## src/rtl/act_bin_packer.sv

```systemverilog
// Binarizes a signed activation stream against THRESH and packs bits LSB-first
// into PACK_W-bit words, flushing at frame ends. Optional macro: BIN_POPCOUNT_EN.
module act_bin_packer #(
  parameter int unsigned DIN_W     = 32,
  parameter int unsigned PACK_W    = 32,
  parameter int          THRESH    = 0,
  parameter int unsigned FRAME_LEN = 64
) (
  input  logic                         clk,
  input  logic                         rst,
  input  logic [DIN_W-1:0]             din,
  input  logic                         ivalid,
  output logic                         iready,
  output logic [PACK_W-1:0]            dout,
  output logic                         ovalid,
  input  logic                         oready,
  output logic [$clog2(PACK_W+1)-1:0]  obits,
  output logic                         olast
`ifdef BIN_POPCOUNT_EN
  ,
  output logic [$clog2(PACK_W+1)-1:0]  opop
`endif
);

  localparam int unsigned BW = $clog2(PACK_W + 1);
  localparam int unsigned CW = $clog2(PACK_W);
  localparam int unsigned FW = (FRAME_LEN > 1) ? $clog2(FRAME_LEN) : 1;
  localparam logic signed [DIN_W-1:0] THR = DIN_W'(THRESH);

  typedef enum logic {EMPTY, FULL} state_t;

  state_t            state_q, state_d;
  logic [PACK_W-1:0] acc_q, acc_d;
  logic [CW-1:0]     bcnt_q, bcnt_d;
  logic [FW-1:0]     fcnt_q, fcnt_d;
  logic [PACK_W-1:0] dout_q, dout_d;
  logic [BW-1:0]     obits_q, obits_d;
  logic              olast_q, olast_d;

  logic              accept;
  logic              bit_in;
  logic              word_end;
  logic              frame_end;
  logic              complete;
  logic [PACK_W-1:0] merged;

  // A held output word blocks the input side.
  assign iready = !((state_q == FULL) && !oready);
  assign ovalid = (state_q == FULL);
  assign dout   = dout_q;
  assign obits  = obits_q;
  assign olast  = olast_q;

  // Binarize the incoming beat and form the word as it would be flushed now.
  always_comb begin
    bit_in    = ($signed(din) > THR);
    accept    = ivalid && iready;
    word_end  = (bcnt_q == CW'(PACK_W - 1));
    frame_end = (fcnt_q == FW'(FRAME_LEN - 1));
    complete  = accept && (word_end || frame_end);
    merged    = acc_q;
    merged[bcnt_q] = bit_in;
    for (int i = 0; i < PACK_W; i++) begin
      if (CW'(i) > bcnt_q) merged[i] = 1'b0;
    end
  end

  // Next-state: accumulator, counters, output word and FSM.
  always_comb begin
    state_d = state_q;
    acc_d   = acc_q;
    bcnt_d  = bcnt_q;
    fcnt_d  = fcnt_q;
    dout_d  = dout_q;
    obits_d = obits_q;
    olast_d = olast_q;

    if (accept) begin
      if (complete) begin
        acc_d   = '0;
        bcnt_d  = '0;
        fcnt_d  = frame_end ? '0 : fcnt_q + FW'(1);
        dout_d  = merged;
        obits_d = BW'(bcnt_q) + BW'(1);
        olast_d = frame_end;
      end else begin
        acc_d  = merged;
        bcnt_d = bcnt_q + CW'(1);
        fcnt_d = fcnt_q + FW'(1);
      end
    end

    case (state_q)
      EMPTY: if (complete) state_d = FULL;
      FULL:  if (oready && !complete) state_d = EMPTY;
      default: state_d = EMPTY;
    endcase
  end

  always_ff @(posedge clk) begin
    if (rst) begin
      state_q <= EMPTY;
      acc_q   <= '0;
      bcnt_q  <= '0;
      fcnt_q  <= '0;
      dout_q  <= '0;
      obits_q <= '0;
      olast_q <= 1'b0;
    end else begin
      state_q <= state_d;
      acc_q   <= acc_d;
      bcnt_q  <= bcnt_d;
      fcnt_q  <= fcnt_d;
      dout_q  <= dout_d;
      obits_q <= obits_d;
      olast_q <= olast_d;
    end
  end

`ifdef BIN_POPCOUNT_EN
  logic [BW-1:0] pop_q, pop_d;

  // Popcount registered alongside dout so it carries no extra latency.
  always_comb begin
    pop_d = pop_q;
    if (complete) begin
      pop_d = '0;
      for (int i = 0; i < PACK_W; i++) pop_d = pop_d + BW'(merged[i]);
    end
  end

  always_ff @(posedge clk) begin
    if (rst) pop_q <= '0;
    else     pop_q <= pop_d;
  end

  assign opop = pop_q;
`endif

endmodule

```

## config.mk

```make
export PLATFORM = sky130hd
export DESIGN_NAME = act_bin_packer
export DESIGN_NICKNAME = d
export VERILOG_FILES = /design/src/rtl/act_bin_packer.sv
export SDC_FILE = /design/constraint.sdc
export NUM_CORES = 1
export LEC_CHECK = 0
export CELL_PAD_IN_SITES_DETAIL_PLACEMENT = 0
export CELL_PAD_IN_SITES_GLOBAL_PLACEMENT = 1
export CORE_MARGIN = 2
export CORE_UTILIZATION = 36
export CTS_BUF_LIST = sky130_fd_sc_hd__clkbuf_8
export CTS_CLUSTER_SIZE = 12
export DETAILED_ROUTE_END_ITERATION = 10
export GPL_TIMING_DRIVEN = 0
export PLACE_DENSITY_LB_ADDON = 0.1
export SYNTH_ARGS = -nofsm -noshare
export SYNTH_HDL_FRONTEND = slang
export SYNTH_SLANG_ARGS = --single-unit
```

## constraint.sdc

```tcl
create_clock -name clk -period 2.1 [get_ports clk]
set_input_delay 0.315 -clock clk [delete_from_list [all_inputs] [get_ports clk]]
set_output_delay 0.315 -clock clk [all_outputs]
set_load 0.02 [all_outputs]
```

### Yosys cells after proc, flatten, opt, wreduce, memory -nomap -nowiden

Index checks and enable logic that the tools add are counted.

* magnitude comparators: 35
* reduce and logical (&&, ||, !) cells: 10
* bitwise gates (word level): 1
* muxes and demuxes: 42
* eq/ne operators: 2
* $add $sub $neg: 3

Operators by type and width (count)
* $gt A5 B5 Y1 const A: 16
* $gt A4 B5 Y1 const A: 8
* $mux W1: 35
* $bwmux W32: 1
* $gt A32 B1 Y1 const B: 1
* $mux W32: 1
* $gt A3 B5 Y1 const A: 4
* $mux W6: 2
* $gt A1 B5 Y1 const A: 2
* $gt A2 B5 Y1 const A: 2
* $add A5 B1 Y6 const B: 1
* $add A6 B1 Y6 const B: 1
* $eq A6 B6 Y1 const B: 1
* $lt A5 B6 Y1 const B: 1
* $add A5 B1 Y5 const B: 1
* $demux W1 S5: 1
* $eq A5 B5 Y1 const B: 1
* $ge A5 B1 Y1 const B: 1
* $logic_and A1 B1 Y1: 5
* $mux W5: 1
* $logic_not A1 Y1: 3
* $pmux W1 S2: 1
* $reduce_and A2 Y1: 1
* $logic_or A1 B1 Y1: 1
* $not A1 Y1: 1

* register bits: 83
* output and inout bits: 41
* bits of input ports: 36

### Longest topological paths before layout

Gate-level depths: netlist of the first run.

* word-level depth: 9
* depth in mapped cells: 10

### Worst setup path after synthesis of the first run

No wires, ideal clock.

* path type: flip-flop to flip-flop
* start point: register bcnt_q[0]
* end point: register acc_q[3]
* arrival: 2.162 ns
* stages on the path, launching flop included: 10
* period minus slack after synthesis: 2.223 ns
* buffers on the path: 2
* required time: 2.039 ns
* path slack: -0.123 ns
* cell sequence: dfxtp_1 > ha_1 > clkbuf_1 > and3_1 > ha_1 > a21o_4 > or3_4 > buf_6 > o31ai_2 > a32o_1

* cells in the longest elaborated chain, start to end: 7

RTL lines
* start: declaration: line 34 `logic [CW-1:0] bcnt_q, bcnt_d;`
* start signal: assignment: line 112 `bcnt_q <= bcnt_d;`
* $lt A5 B6 Y1 (not written as such) / $ge A5 B1 Y1 (equally long branches): line 62 `merged[bcnt_q] = bit_in;`
* $logic_and A1 B1 Y1 (not written as such): line 62
* $mux W1 (not written as such): line 62
* $demux W1 S5: line 62
* $bwmux W32: line 62
* $mux W1: line 64 `if (CW'(i) > bcnt_q) merged[i] = 1'b0;`
* $mux W32 *: line 79 `if (complete) begin`
* end signal: assignment: line 103 `acc_q <= '0;`
* end signal: assignment: line 111 `acc_q <= acc_d;`
* end: declaration: line 33 `logic [PACK_W-1:0] acc_q, acc_d;`

Every way passes the cells marked *; elsewhere a longest branch is shown, timed or not.
A chain may end at the register's enable or synchronous reset.

### Worst setup path after layout of the first run

* start point: register bcnt_q[1]
* end point: register acc_q[17]

The elaborated chain is that of the path after synthesis.

==> metrics.yaml, run 1 <==
status: "finished clean"
firstDrtPassIters: 7
wirelength_mm: 15.5
synth_edf_count: 0
ir_worst_vdd_v: 0.000304
min_period_ps: 2070
skew_ps: 6.77
path_max_fanout: 5
via_count: 4378
relSlewSlack_pct: 49.2
cts_hold_buf: 0
ant_nets: 0
ys_types: 59
hp-class: "reg2reg"
slowest_stage: "or3_4"
place_hpwl_mm: 10.9
area_growth_pct: 38.2
start_kind: "flip-flop"
cp_common_cell: "ha_4"
antenna_found_initial: 0
max_freq_mhz: 482
whs_ps: 460
path_cells: "ha_4 -> and3_4 -> ha_4 -> a21o_4 -> or3_4 -> buf_8 -> a311oi_2 -> a21o_1"
nets: 639
ys_ff_latch: 83
num_rows: 38
antenna_cells: 0
async_flop_share_pct: 0
io_buffers: 75
cpPeakStageDelay_ps: 390
netlist_area_mm2: 0.00410
start_util_pct: 37.3
cts-htree-levels: 3
drive_gt1_share_pct: 19.2
finalHoldViolCount: 0
drv_cap: 0
wl_per_cell_um: 21.0
die_h_um: 111
arrival_ps: 2390
routabilityCongestion: 0.919
grt_max_degree: 13
dp_slack_ps: -778
power_density_mw_per_mm2: 555
syn_nets: 539
setup_slack_ps: 25.8
yosys-top-cells-area: "dfxtp_1, nor2_1, nand2_1, a21oi_1, o21ai_0"
setup_viol: 0
setup.worst_path.end_class: "flip-flop"
worstSkewPairLatency_ps: 380
overflow: 0
critPathBufInv: 1
path_delay_family: "simple AND/OR/NAND/NOR gates"
clk_pin_slew_ps: 80
ys_warn_count: 0
grt_pass1_wl_mm: 24.0
cts_sinks: 83
fin_setup_tns_ps: 0
worst_pin_slew_ps: 760
worst_ep_required_time_ps: 2420
post-route-util_pct: 51.6
avgSynthCellArea_um2: 8.25
viasPerCell: 5.92
cts_tree: "built"
grt_use_total_pct: 25.1
coreArea_mm2: 0.0110
fin_total_pwr_uw: 3150
die_area_mm2: 0.0123
synth_top_area_share_pct: 40.5
crit_type: "reg2reg"
slew_violations: 0
clockBufferDepth: 2
die_x_um: 111
synthFlopType: "dfxtp_1"
io_pins: 77
p_leak_uw: 0.00197
timing.final.crit_share_pct: 98.8
drc: 0
synth_top_area_cell: "dfxtp_1"
cts_buffers: 9
ys_seq_area_share_pct: 40.5
grt_pass1_vias: 4212
synthCells: 497
drt_iter0_markers: 424
root_buffer: "clkbuf_8"
==> report_power, final <==
part           switching [uW]  internal (uW)
Clock                     583            632
Sequential               8.41           1580
Combinational             203            142
Total                     795           2350
==> metal layers <==
metal  track usage, %  vias to the layer above  wire length (um)
met2             39.0                      214              6900
li1                 -                     2040                 -
met4             10.3                        0               432
met1             34.4                     2087              6950
met5                0                        -                 0
met3             4.65                       37              1240
==> cells in the mapped netlist (all sizes together), types with 3 or more instances <==
cell type,instances
nand3,18
o22ai,4
nor2,52
a21oi,32
dfxtp,83
a211oi,13
mux2i,3
nor3,18
clkbuf,19
or2,3
inv,10
a22o,7
a21o,3
nand4,7
and3,7
nor3b,7
a311oi,9
or3,4
o21ai,32
o21a,4
a32o,11
o31ai,6
nand2,45
ha,6
nand2b,8
buf,20
a31oi,9
a32oi,4
nor4,9
and2,10
nor2b,3
xor2,5
o211a,3
==> kinds of logic after synthesis <==
logic type / count (synthesis) / synth area share (%)
simple gates: 195 / 23.7
compound gates: 154 / 26.4
flops: 83 / 40.5
buf+inv: 49 / 5.25
fa+ha+maj: 6 / 1.83
xor+xnor: 5 / 1.07
mux: 5 / 1.28
==> worst register-to-register path, delay by kind of cell, from the launching register on <==
kind / cells / cell delay (ps)
AO/OA/AOI/OAI: 3 / 570
AND/OR/NAND/NOR: 2 / 570
adder cells (fa/ha/maj): 2 / 330
flip-flops: 1 / 380
buffers and inverters: 1 / 170
==> layout make-up <==
| cell class | count | area, um2 |
|---|---|---|
| timing repair buffer | 92 | 898 |
| tap | 140 | 175 |
| sequential | 83 | 1680 |
| multi-input combinational | 365 | 2440 |
| fill | 1070 | 5320 |
| clock inverter | 2 | 35.0 |
| buffer | 36 | 243 |
| clock buffer | 12 | 165 |
| inverter | 10 | 37.5 |
==> state kept, by name, indices dropped and copies added, names as in the netlist <==
name    flops
acc_q      32
bcnt_q      5
dout       32
fcnt_q      6
obits       6
olast       1
ovalid      1
==> repair_timing <==
item,CTS,global route
gates resized for setup,53,46
endpoints found under the setup margin,75,68
gates cloned,1,0
pin swaps,11,8
setup buffers,9,7
==> final timing paths <==
path,endpoint,cells past startpoint,start,slack (ps)
worst min-delay path,obits[5],2,obits[5],460
worst max register to register,acc_q[17],8,bcnt_q[1],30
worst min register to register,obits[5],2,obits[5],460
worst max-delay path,acc_q[17],8,bcnt_q[1],30
==> through the flow <==
stage / std cells / instance area [um2]
3_3_place_gp: 712 / 5050
2_1_floorplan: 497 / 4130
4_1_cts: 735 / 5500
5_1_grt: 740 / 5670
6_report: 740 / 5670
3_5_place_dp: 712 / 5050
==> cell usage in the layout (no fill, tap or decap), drive strengths merged, types with 3 or more instances in the layout <==
master	n
dfxtp	83
clkdlybuf4s50	75
nor2	52
nand2	45
buf	37
a21oi	32
o21ai	32
clkbuf	28
nand3	18
nor3	18
a211oi	13
a32o	11
and2	10
inv	10
a311oi	9
a31oi	9
nor4	9
nand2b	8
nand4	7
a22o	7
nor3b	7
and3	7
ha	6
o31ai	6
xor2	5
o21a	4
o22ai	4
a32oi	4
or3	4
mux2i	3
or2	3
o211a	3
nor2b	3
a21o	3
Note: power is estimated with default switching activity, not from simulation.
==> run 2, diff against run 1 <==
==> constraint.sdc (replaced) <==
create_clock -name clk -period 2.1 [get_ports clk]
set_input_delay 0.525 -clock clk [delete_from_list [all_inputs] [get_ports clk]]
set_output_delay 0.525 -clock clk [all_outputs]
set_load 0.02 [all_outputs]
==> run 2 against run 1 <==
Cell area grew 1.2%. Flip-flop and latch count did not move. Via count down 0.82%. Fmax down 0.64%. Sequential share of layout area down 0.35 points. Setup slack worse by 13 ps. Count of clock-buffer cells in the layout is the same. First-iteration DRC count is 13% lower. Final cell count is 0.14% lower. Non-clock buffer count shrank 1.
==> metrics.yaml, run 2 (same netlist as run 1, synthesis figures left out) <==
hold_path_depth: 2  # unchanged
power_frac_comb_pct: 11.1  # about the same
p_sw_uw: 801  # +0.80%
max_freq_mhz: 479  # -0.64%
die_h_um: 111  # unchanged
via_count: 4342  # -0.82%
slew_violations: 0  # unchanged
clock_power_share_pct: 38.6  # about the same
drive_gt1_share_pct: 19.9  # +0.70 points
p_int_uw: 2350  # about the same
num-fill-cells: 1073  # +0.28%
wl_per_cell_um: 21.1  # +0.54%
drt_iter0_markers: 370  # -13%
setup_slack_ps: 12.5  # -13.3 ps
drc: 0  # unchanged
cts_tree: "built"
ir_worst_vdd_v: 0.000304  # about the same
cts_buffers: 9  # unchanged
slowest_stage: "or3_4"
p_leak_uw: 0.00198  # +0.53%
num_rows: 38  # unchanged
cp_common_cell: "ha_4"
grt_max_degree: 13  # unchanged
cts_hold_buf: 0  # unchanged
setup.worst_path.start: "bcnt_q[1]"
status: "finished clean"
fin_total_pwr_uw: 3150  # +0.21%
arrival_ps: 2380  # about the same
io_pins: 77  # unchanged
cpPeakStageDelay_ps: 430  # +40 ps
ant_nets: 0  # unchanged
worst-path-stages: 7  # -1
grt_use_total_pct: 25.2  # +0.081 points
drv_cap: 0  # unchanged
endpoint: "acc_q[19]"
r2r-end: "acc_q[19]"
grt_pass1_vias: 4260  # +1.1%
crit_type: "reg2reg"
clk_pin_slew_ps: 80  # about the same
finalHoldViolCount: 0  # unchanged
routabilityCongestion: 0.919  # unchanged
r2r-start: "bcnt_q[1]"
seqPwrFrac_pct: 50.3  # about the same
worst_pin_slew_ps: 724  # -35.4 ps
antenna_found_initial: 0  # unchanged
area_growth_pct: 39.9
layout_common_cells: "dfxtp_1, clkdlybuf4s50_1, nor2_1"
coreArea_mm2: 0.0110  # unchanged
die_area_mm2: 0.0123  # unchanged
final_common_cell: "dfxtp_1"
die_x_um: 111  # unchanged
worstSkewPairLatency_ps: 370  # about the same
setup_viol: 0  # unchanged
min_period_ps: 2090  # +13.3 ps
cts-htree-levels: 3  # unchanged
dp_slack_ps: -818  # -39.8 ps
timing.final.crit_share_pct: 99.4  # +0.63 points
skew_ps: 6.95  # +0.185 ps
hp-class: "reg2reg"
critPathBufInv: 1  # unchanged
firstDrtPassIters: 5  # -2
start_util_pct: 37.3  # unchanged
clockBufferDepth: 2  # unchanged
start_kind: "flip-flop"
relSlewSlack_pct: 51.5  # +2.4 points
path_cells: "ha_4 -> and3_4 -> ha_4 -> a21o_4 -> or3_4 -> clkbuf_4 -> o31ai_1"
path_max_fanout: 10  # +5
overflow: 0  # unchanged
place_hpwl_mm: 10.9  # unchanged
rsz0062_at_grt: "yes"
path_delay_family: "simple AND/OR/NAND/NOR gates"
swShare_pct: 25.4  # +0.15 points
io_buffers: 75  # unchanged
root_buffer: "clkbuf_8"
ff2ff_path_depth: 7  # -1
viasPerCell: 5.88  # -0.69%
power_density_mw_per_mm2: 550  # -0.97%
setup.worst_path.end_class: "flip-flop"
worst_ep_required_time_ps: 2390  # -30 ps
grt_pass1_wl_mm: 24.0  # +0.29%
wirelength_mm: 15.6  # +0.40%
nets: 638  # -0.16%
antenna_cells: 0  # unchanged
ff2ff_setup_slack_ps: 10  # about the same
cts_sinks: 83  # unchanged
## run 2: cell count changes in the layout (fill, tap and decap cells not counted), sizes merged
cell | previous run | this run
clkdlybuf4s50 | 75 | 74
buf | 37 | 36
dlygate4sd2 | 0 | 1
## run 2: worst reg2reg max path, delay by kind of cell, from the launching register on
| kind | cells | cell delay [ps] |
|---|---|---|
| AOI/OAI and AO/OA | 2 | 460 |
| adders and majority gates | 2 | 340 |
| buffers and inverters | 1 | 220 |
| DFF | 1 | 380 |
| and+or+nand+nor | 2 | 610 |
## run 2: power groups by stage
stage | Combinational [uW] | Clock (uW) | Sequential, uW
2_1_floorplan | 149 | 0 | 1620
3_3_place_gp | 291 | 0 | 1630
3_5_place_dp | 292 | 0 | 1630
4_1_cts | 329 | 1240 | 1590
5_1_grt | 371 | 1300 | 1590
6_report | 351 | 1220 | 1590
## run 2: timing repair
item / 4_1_cts / 5_1_grt
gates resized for setup: 71 / 35
pin swaps: 8 / 18
endpoints found under the setup margin: 76 / 64
hold endpoints to repair: 0 / 0
setup buffers: 12 / 4
gates cloned: 1 / 0
## run 2: through the flow
step           utilization, %  TNS (ps)  cells  area [um2]  hold WS, ps
6_report                 52.2         0    739        5730          459
5_1_grt                  52.2      -121    739        5730          472
2_1_floorplan               -         0    497        4130          425
4_1_cts                  51.2      -179    737        5620          464
3_3_place_gp             46.0    -44260    712        5050          436
3_5_place_dp             46.0    -45320    712        5050          444
## run 2: cell type report
class / instances / area [um2] / share of cell area [%]
clock buffers: 12 / 165 / 2.88
inverters: 10 / 37.5 / 0.655
multi-input cells: 365 / 2490 / 43.4
plain buffers: 36 / 250 / 4.36
flip-flops and latches: 83 / 1680 / 29.2
clock inverters: 2 / 35.0 / 0.611
repair buffers: 91 / 906 / 15.8
well taps: 140 / 175 / 3.05
## run 2: metal layers
layer	track usage, %	share of wire (%)	up-vias
met2	39.3	46	177
met5	0	0	-
li1	-	-	2044
met3	5.36	6.6	28
met4	10.7	2.5	0
met1	33.7	45	2093
## run 2: worst min path at each step
stage | start | end | slack (ps)
4_1_cts | acc_q[19] | acc_q[19] | 460
5_1_grt | acc_q[14] | acc_q[14] | 470
6_report | obits[5] | obits[5] | 460
3_5_place_dp | acc_q[19] | acc_q[19] | 440
2_1_floorplan | acc_q[26] | acc_q[26] | 420
3_3_place_gp | acc_q[19] | acc_q[19] | 440
==> run 3, diff against run 2 <==
CORE_UTILIZATION = 40   (was 36)
DONT_BUFFER_PORTS = 1   (was not set)
==> run 3 against run 2 <==
Clock power is 11% higher. Utilization shrank 1.9 points. Hold slack worse by 1.1 ps. Flip-flop and latch count stayed put. Final cell count is 11% lower. Cell area is 13% lower. Critical endpoint is now dout[1]. Highest routed layer unchanged.
==> metrics.yaml, run 3 (same netlist as run 1, synthesis figures left out) <==
die_area_mm2: 0.0111  # -9.6%
ant_nets: 0  # unchanged
multi_input_area_mm2: 0.00245  # -1.5%
cts_sinks: 83  # unchanged
start_kind: "flip-flop"
start_util_pct: 41.6  # +4.2 points
clockBufferDepth: 2  # unchanged
final_common_cell: "dfxtp_1"
rsz0062_at_grt: "yes"
skew_ps: 5.76  # -1.19 ps
die_x_um: 105  # -4.9%
via_count: 4083  # -6.0%
routabilityCongestion: 0.946  # +3.0%
setup.worst_path.end_class: "flip-flop"
slew_violations: 0  # unchanged
power_density_mw_per_mm2: 646  # +17%
fin_total_pwr_uw: 3210  # +1.7%
drc: 0  # unchanged
overflow: 0  # unchanged
relSlewSlack_pct: 46.4  # -5.2 points
p_sw_uw: 816  # +1.9%
clk_pin_slew_ps: 90  # about the same
status: "finished clean"
nets: 561  # -12%
power_frac_comb_pct: 8.6  # -2.5 points
timing.final.crit_share_pct: 99.8  # +0.35 points
num-fill-cells: 979  # -8.8%
finalHoldViolCount: 0  # unchanged
whs_ps: 457  # -1.12 ps
min_period_ps: 2090  # +7.45 ps
antenna_found_initial: 0  # unchanged
firstDrtPassIters: 5  # unchanged
grt_pass1_vias: 3820  # -10%
seqPwrFrac_pct: 49.4  # -0.9 points
coreArea_mm2: 0.00986  # -10%
place_inst: 630  # -12%
num_rows: 36  # -5.3%
setup.worst_path.start: "bcnt_q[3]"
cts_tree: "built"
ir_worst_vdd_v: 0.000363  # +19%
dpl_cell_area_mm2: 0.00429  # -15%
drive_gt1_share_pct: 21.9  # +2.1 points
p_leak_uw: 0.00173  # -13%
hp-class: "reg2reg"
max_freq_mhz: 477  # -0.36%
antenna_cells: 0  # unchanged
arrival_ps: 2390  # about the same
drv_cap: 0  # unchanged
path_max_fanout: 10  # unchanged
cts-htree-levels: 3  # unchanged
swShare_pct: 25.5  # +0.039 points
wl_per_cell_um: 23.3  # +10%
grt_pass1_wl_mm: 23.3  # -3.0%
register_area_mm2: 0.00167  # -0.15%
viasPerCell: 6.21  # +5.8%
worstHoldStart: "acc_q[14]"
cts_buffers: 9  # unchanged
area_growth_pct: 21.1
io_pins: 77  # unchanged
r2r-start: "bcnt_q[3]"
grt_use_total_pct: 28.3  # +3.1 points
die_h_um: 105  # -4.9%
place_hpwl_mm: 10.5  # -3.5%
worstSkewPairLatency_ps: 380  # about the same
setup_viol: 0  # unchanged
stdcell_count: 657  # -11%
worst_pin_slew_ps: 804  # +80.1 ps
drt_iter0_markers: 355  # -4.1%
root_buffer: "clkbuf_8"
wirelength_mm: 15.3  # -1.9%
p_int_uw: 2390  # +1.6%
cts_hold_buf: 0  # unchanged
layout_common_cells: "dfxtp_1, nor2_1, nand2_1"
crit_type: "reg2reg"
worst_ep_required_time_ps: 2390  # about the same
io_buffers: 0  # -100%
clock_power_share_pct: 42.0  # +3.4 points
grt_max_degree: 14  # +1
final_area_mm2: 0.00496  # -13%
## run 3: layer usage
layer  track usage, %  part of all wire [%]  vias to the layer above
li1                 -                     -                     1875
met1             39.1                    45                     2000
met2             43.4                    45                      181
met3             6.18                   7.4                       27
met4             9.62                   2.7                        0
met5                0                     0                        -
## run 3: path summary, 6_finish.rpt
kind / cells past startpoint / slack (ps) / to
setup / recovery: 9 / 5 / dout[1]
hold reg to reg: 2 / 460 / acc_q[14]
setup reg to reg: 9 / 5 / dout[1]
hold / removal: 2 / 460 / acc_q[14]
## run 3: area by class of cell
class                   count  share of cell area, %
multi-input cells         365                   49.4
clock inverters             5                   1.54
clock buffers              11                   3.05
repair buffers             14                   3.10
flip-flops and latches     83                   33.7
well taps                 133                   3.35
inverters                  10                  0.756
plain buffers              36                   5.09
## run 3: worst max-delay path: stages (launching register included)
cell and delay [ps]:
dfxtp_4 380, clkbuf_8 180, and3_4 160, ha_4 160
buf_4 150, a21oi_4 270, nor2_4 90, clkbuf_4 210
mux2i_1 140, a311oi_1 270
## run 3: stage by stage
stage | setup TNS (ps) | setup WS (ps) | utilization (%)
finish | 0 | 5.08 | 50.3
global placement | -38290 | -778 | 43.5
global route | -18.9 | -10.9 | 50.3
detailed placement | -38660 | -771 | 43.5
floorplan | 0 | 4.36 | -
CTS | -181 | -53.1 | 48.9
## run 3: timing repair
item                                    in CTS  in global routing
gates cloned                                 3                  0
setup buffers                                7                  4
gates resized for setup                     60                 41
pin swaps                                    4                 10
endpoints found under the setup margin      74                 55
## run 3: power groups by stage
stage / clock network, uW / registers, uW / logic (uW)
2_1_floorplan: 0 / 1620 / 149
3_3_place_gp: 0 / 1630 / 231
3_5_place_dp: 0 / 1630 / 230
4_1_cts: 1360 / 1590 / 256
5_1_grt: 1410 / 1590 / 295
6_report: 1350 / 1590 / 276
